File: config.mk
export PLATFORM = sky130hd
export DESIGN_NAME = ipml_fifo_rd_stream_fft_fifo
export DESIGN_NICKNAME = d
export VERILOG_FILES = /design/src/rtl/ipml_fifo_rd_stream_fft_fifo.sv
export SDC_FILE = /design/constraint.sdc
export NUM_CORES = 1
export LEC_CHECK = 0
export ABC_AREA = 0
export CAP_MARGIN = 10
export CORE_AREA = 2 2 105 107
export CTS_CLUSTER_SIZE = 12
export DETAILED_ROUTE_END_ITERATION = 8
export DIE_AREA = 0 0 107 109
export GPL_TIMING_DRIVEN = 0
export PLACE_DENSITY = 0.88
export SLEW_MARGIN = 30
export SYNTH_ARGS = -nofsm -noshare
export SYNTH_HDL_FRONTEND = slang
export SYNTH_SLANG_ARGS = --single-unit
File: constraint.sdc
create_clock -name rclk -period 4.75 [get_ports rclk]
set_input_delay 0.95 -clock rclk [delete_from_list [all_inputs] [get_ports rclk]]
set_output_delay 0.95 -clock rclk [all_outputs]
set_load 0.01 [all_outputs]
File: src/rtl/ipml_fifo_rd_stream_fft_fifo.sv
// Read-side stream adapter for the FFT FIFO: issues reads against a credit
// budget, lands RAM data in a skid buffer and emits it as a framed stream.
module ipml_fifo_rd_stream_fft_fifo #(
  parameter int c_DATA_WIDTH = 32,
  parameter int c_RD_LATENCY = 1,
  parameter int c_FRAME_LEN  = 1024,
  parameter int c_BUF_DEPTH  = c_RD_LATENCY + 2,
  localparam int c_LVL_W     = $clog2(c_BUF_DEPTH) + 1
) (
  input  logic                    rclk,
  input  logic                    rrst,
  input  logic                    rempty,
  output logic                    r_en,
  input  logic [c_DATA_WIDTH-1:0] rdata,
  input  logic                    flush,
  output logic                    m_valid,
  input  logic                    m_ready,
  output logic [c_DATA_WIDTH-1:0] m_data,
  output logic                    m_last,
  output logic [15:0]             frame_cnt,
  output logic [c_LVL_W-1:0]      buf_level
);

  localparam int PW = $clog2(c_BUF_DEPTH);
  localparam int IW = $clog2(c_FRAME_LEN);

  logic [c_DATA_WIDTH-1:0] mem [c_BUF_DEPTH];
  logic [PW-1:0]           wr_ptr;
  logic [PW-1:0]           rd_ptr;
  logic [c_RD_LATENCY-1:0] pend;
  logic [IW-1:0]           idx;
  logic [c_LVL_W-1:0]      inflight;
  logic                    push;
  logic                    pop;

  function automatic logic [PW-1:0] nxt(input logic [PW-1:0] p);
    return (p == PW'(c_BUF_DEPTH - 1)) ? '0 : p + 1'b1;
  endfunction

  always_comb begin
    inflight = '0;
    for (int i = 0; i < c_RD_LATENCY; i++)
      inflight = inflight + c_LVL_W'(pend[i]);
  end

  // Credits cover both landed and still-in-flight words, so the buffer
  // can never overflow regardless of downstream backpressure.
  assign r_en = !rrst && !rempty && !flush &&
                ((inflight + buf_level) < c_LVL_W'(c_BUF_DEPTH));

  assign m_valid = (buf_level != '0);
  assign m_data  = m_valid ? mem[rd_ptr] : '0;
  assign m_last  = m_valid && (idx == IW'(c_FRAME_LEN - 1));
  assign push    = pend[c_RD_LATENCY-1] && !flush;
  assign pop     = m_valid && m_ready && !flush;

  always_ff @(posedge rclk) begin
    if (push)
      mem[wr_ptr] <= rdata;
  end

  always_ff @(posedge rclk or posedge rrst) begin
    if (rrst) begin
      pend      <= '0;
      wr_ptr    <= '0;
      rd_ptr    <= '0;
      buf_level <= '0;
      idx       <= '0;
      frame_cnt <= '0;
    end else if (flush) begin
      pend      <= '0;
      wr_ptr    <= '0;
      rd_ptr    <= '0;
      buf_level <= '0;
      idx       <= '0;
    end else begin
      pend <= c_RD_LATENCY'({pend, r_en});
      if (push)
        wr_ptr <= nxt(wr_ptr);
      if (pop) begin
        rd_ptr <= nxt(rd_ptr);
        if (m_last) begin
          idx       <= '0;
          frame_cnt <= frame_cnt + 16'd1;
        end else begin
          idx <= idx + 1'b1;
        end
      end
      if (push && !pop)
        buf_level <= buf_level + 1'b1;
      else if (pop && !push)
        buf_level <= buf_level - 1'b1;
    end
  end

endmodule

==> metrics.txt <==
status finished clean; GPL Wtd Cong 0.792; setup bufs post-CTS 0; First-pass DRT Iterations 5; drt via density between 5 and 6; Most common cell on crit path clkbuf_1; I/O pin count between 90 and 100; Place WS ~1300 ps; sequential share of power about a third; Leak between 2 and 3 nW; die footprint between 10000 and 15000 µm²; multiplexer share of the synthesized area between 6 and 7%; Reg area between 3000 and 4000 µm²; Worst-Skew Late Latency around 530 ps; Die H ~110 µm; fin crit share 80.8%; Cells after Synth about 420; Yosys reg bits 130; area of the multi-input gates between 1500 and 2000 µm²; Clock Sinks 130; switching pwr around 0.0011 W; combinational fraction of design power 31.6%; VDD IR max 458 µV; CP max FO 10; compound-gate portion of the synthesized area 5.47%; Max Fclk 260 MHz; die width 107 µm; setup TNS 0 ps; DPL Wire Length 7630 µm; Cell variety after synth 39; Ys Warns 0; Final ANT Viol Nets 0; delay-heaviest family, CP buffers and inverters; CTS tree yes; GR Util All Layers 21.3%; Fin. Hold Viols 0; iteration-0 DRC count of the detailed router 230; switching part of the total power a little under a third; CP required 3800 ps; Critical Path Slowest Stage Cell nor3_1; Setup-failing EPs final 0; CP bufs+invs 3; area share of fa/ha/maj cells after synthesis 1.29%; Final Non-Filler Cells just under 700; first-pass GRT wire length between 15000 and 20000 µm; mapped cell area approximately 5400 µm²; initial antenna violation count 0; port buffer count 90; largest family of logic cells by synthesized area simple AND/OR/NAND/NOR gates; number of synthesized flops with an enable pin 96; syn_nets 460; Primary FF master, synth edfxtp_1; most frequent cells in the layout 96 x edfxtp_1, 90 x clkdlybuf4s50_1, 79 x nor2_1, 35 x a21oi_1, 34 x dfrtp_1; Site Rows 38; # placed instances ~660; Slew @ Worst Pin 902 ps; CORE AREA 10600 µm²; kind of critical path flip-flop to output port; Rel. slew slack between 30% and 40%; Clock Skew 7.44 ps; nature of the critical path endpoint output port; Internal Power approximately 0.0026 W; commonest non-fill, non-tap cell in the layout edfxtp_1; diodes inserted 0; RSZ-0062 raised after global routing no; Synth Area in XOR/XNOR under 10%; clock power share approximately a third; Pwr per Cell Area approximately 520 nW/µm²; CTS Buf Count 17; DRC viols 0; Fillers between 700 and 800; vias in the first global route around 3800; Max Root-Sink Buffers 2; CP cell instances clkbuf_1, nor3_1, clkbuf_1, nor2_1, clkdlybuf4s50_1; clock-pin slew on the worst setup and hold paths 60 ps; Async SR Flop Fraction approximately a quarter; Seq/Total Area, Yosys roughly 70%; average wire per standard cell around 17 µm; Final WS setup slightly above 900 ps; Initial Util between 50% and 60%; largest net degree at the start of global routing 35; layout cells sized above 1 10.2%; post-synthesis simple-gate area fraction between 10 and 15%; drt total wl about 12000 µm; Worst Hold Slack roughly 480 ps; CTS HTree Levels 4; area grow syn2layout 32.3%; HP Class flip-flop to flip-flop; Clk Tree Root Cell clkbuf_8; startpoint types flip-flop; Final Net Count just under 600; post-cts hold buffer count 0; GRT overflow 0; crit path DAT slightly below 3000 ps; via count roughly 3800; Max Slew Vio Count 0; Finished Core Util 67.9%; post-cts resize count 0; synthesized area per cell 13.0 µm²; max incr delay on CP between 700 and 800 ps; Min Clock Period, post-route 3840 ps; Max-Cap Viols 0
[synthesized netlist by cell type, types with 4 or more instances]
cell      number  area (µm²)
mux2i_1       32         320
and3_1         4        25.0
nand3_1       13        65.1
dfrtp_1       34         851
xnor2_1       16         140
buf_2          6        30.0
nor3_1        11        55.1
nand3b_1       4        30.0
nor2_1        80         300
ha_1           4        50.1
a21oi_1       35         175
nand2_1       14        52.6
nand4_1        8        50.1
buf_1          4        15.0
edfxtp_1      96        2880
o21ai_0        4        20.0
xor2_1         4        35.0
inv_1          5        18.8
a31oi_1        6        37.5
clkbuf_1      11        41.3
[state kept, by name (all words and copies together), names as in the netlist]
| name | count |
|---|---|
| pend | 1 |
| mem | 96 |
| rd_ptr | 2 |
| wr_ptr | 2 |
| buf_level | 3 |
| idx | 10 |
| frame_cnt | 16 |
[stage by stage]
| step | cell area, µm² | total power, W |
|---|---|---|
| floorplan | 5440 | 0.00193 |
| global placement | 6520 | 0.00247 |
| detailed placement | 6630 | 0.00250 |
| CTS | 7200 | 0.00375 |
| global route | 7200 | 0.00390 |
| finish | 7200 | 0.00373 |
[area by class of cell]
| cell class | instances | area share [%] |
|---|---|---|
| multi-input cells | 261 | 22.4 |
| clock buffers | 18 | 5.81 |
| flip-flops and latches | 130 | 51.9 |
| repair buffers | 99 | 13.8 |
| inverters | 5 | 0.261 |
| plain buffers | 22 | 1.36 |
| well taps | 140 | 2.43 |
| clock inverters | 14 | 2.14 |
[final timing paths]
kind,slack (ps),cells after the start,to,startpoint
max reg2reg,2460,8,buf_level[2],buf_level[2]
min in group asynchronous,880,2,frame_cnt[7],rrst
max,910,5,m_data[4],buf_level[2]
max in group asynchronous,3420,2,idx[1],rrst
min reg2reg,480,1,frame_cnt[15],frame_cnt[15]
min,480,1,frame_cnt[15],frame_cnt[15]
[worst reg2reg max path: stages, from the launching register on]
cell,delay [ps]
dfrtp_1,340
clkbuf_1,240
o31a_1,300
nor2_1,160
and2_1,220
fa_1,420
nor3b_1,160
a211oi_1,220
a211oi_1,80
[routing by layer]
layer  vias up  GRT usage, %  share of wire (%)
met3        29          5.44                5.7
li1       1751             -                  -
met2       137          37.8                 53
met4         0          9.65                2.4
met1      1840          24.5                 39
met5         -             0                  0
[power groups by stage]
stage / registers, W / logic, W / clock network [W]
final: 0.00130 / 0.00118 / 0.00125
after global placement: 0.00132 / 0.00115 / 0
after CTS: 0.00130 / 0.00119 / 0.00126
after detailed placement: 0.00132 / 0.00117 / 0
after global routing: 0.00131 / 0.00128 / 0.00131
after floorplan: 0.00132 / 0.000607 / 0
[cell families after synthesis]
logic type	after synthesis
AND/OR/NAND/NOR	148
buffers and inverters	27
AO/OA/AOI/OAI	53
adder cells (fa/ha/maj)	5
XOR/XNOR	21
multiplexers	34
flip-flops	130
No activity file was read; power rests on OpenSTA's default activity.
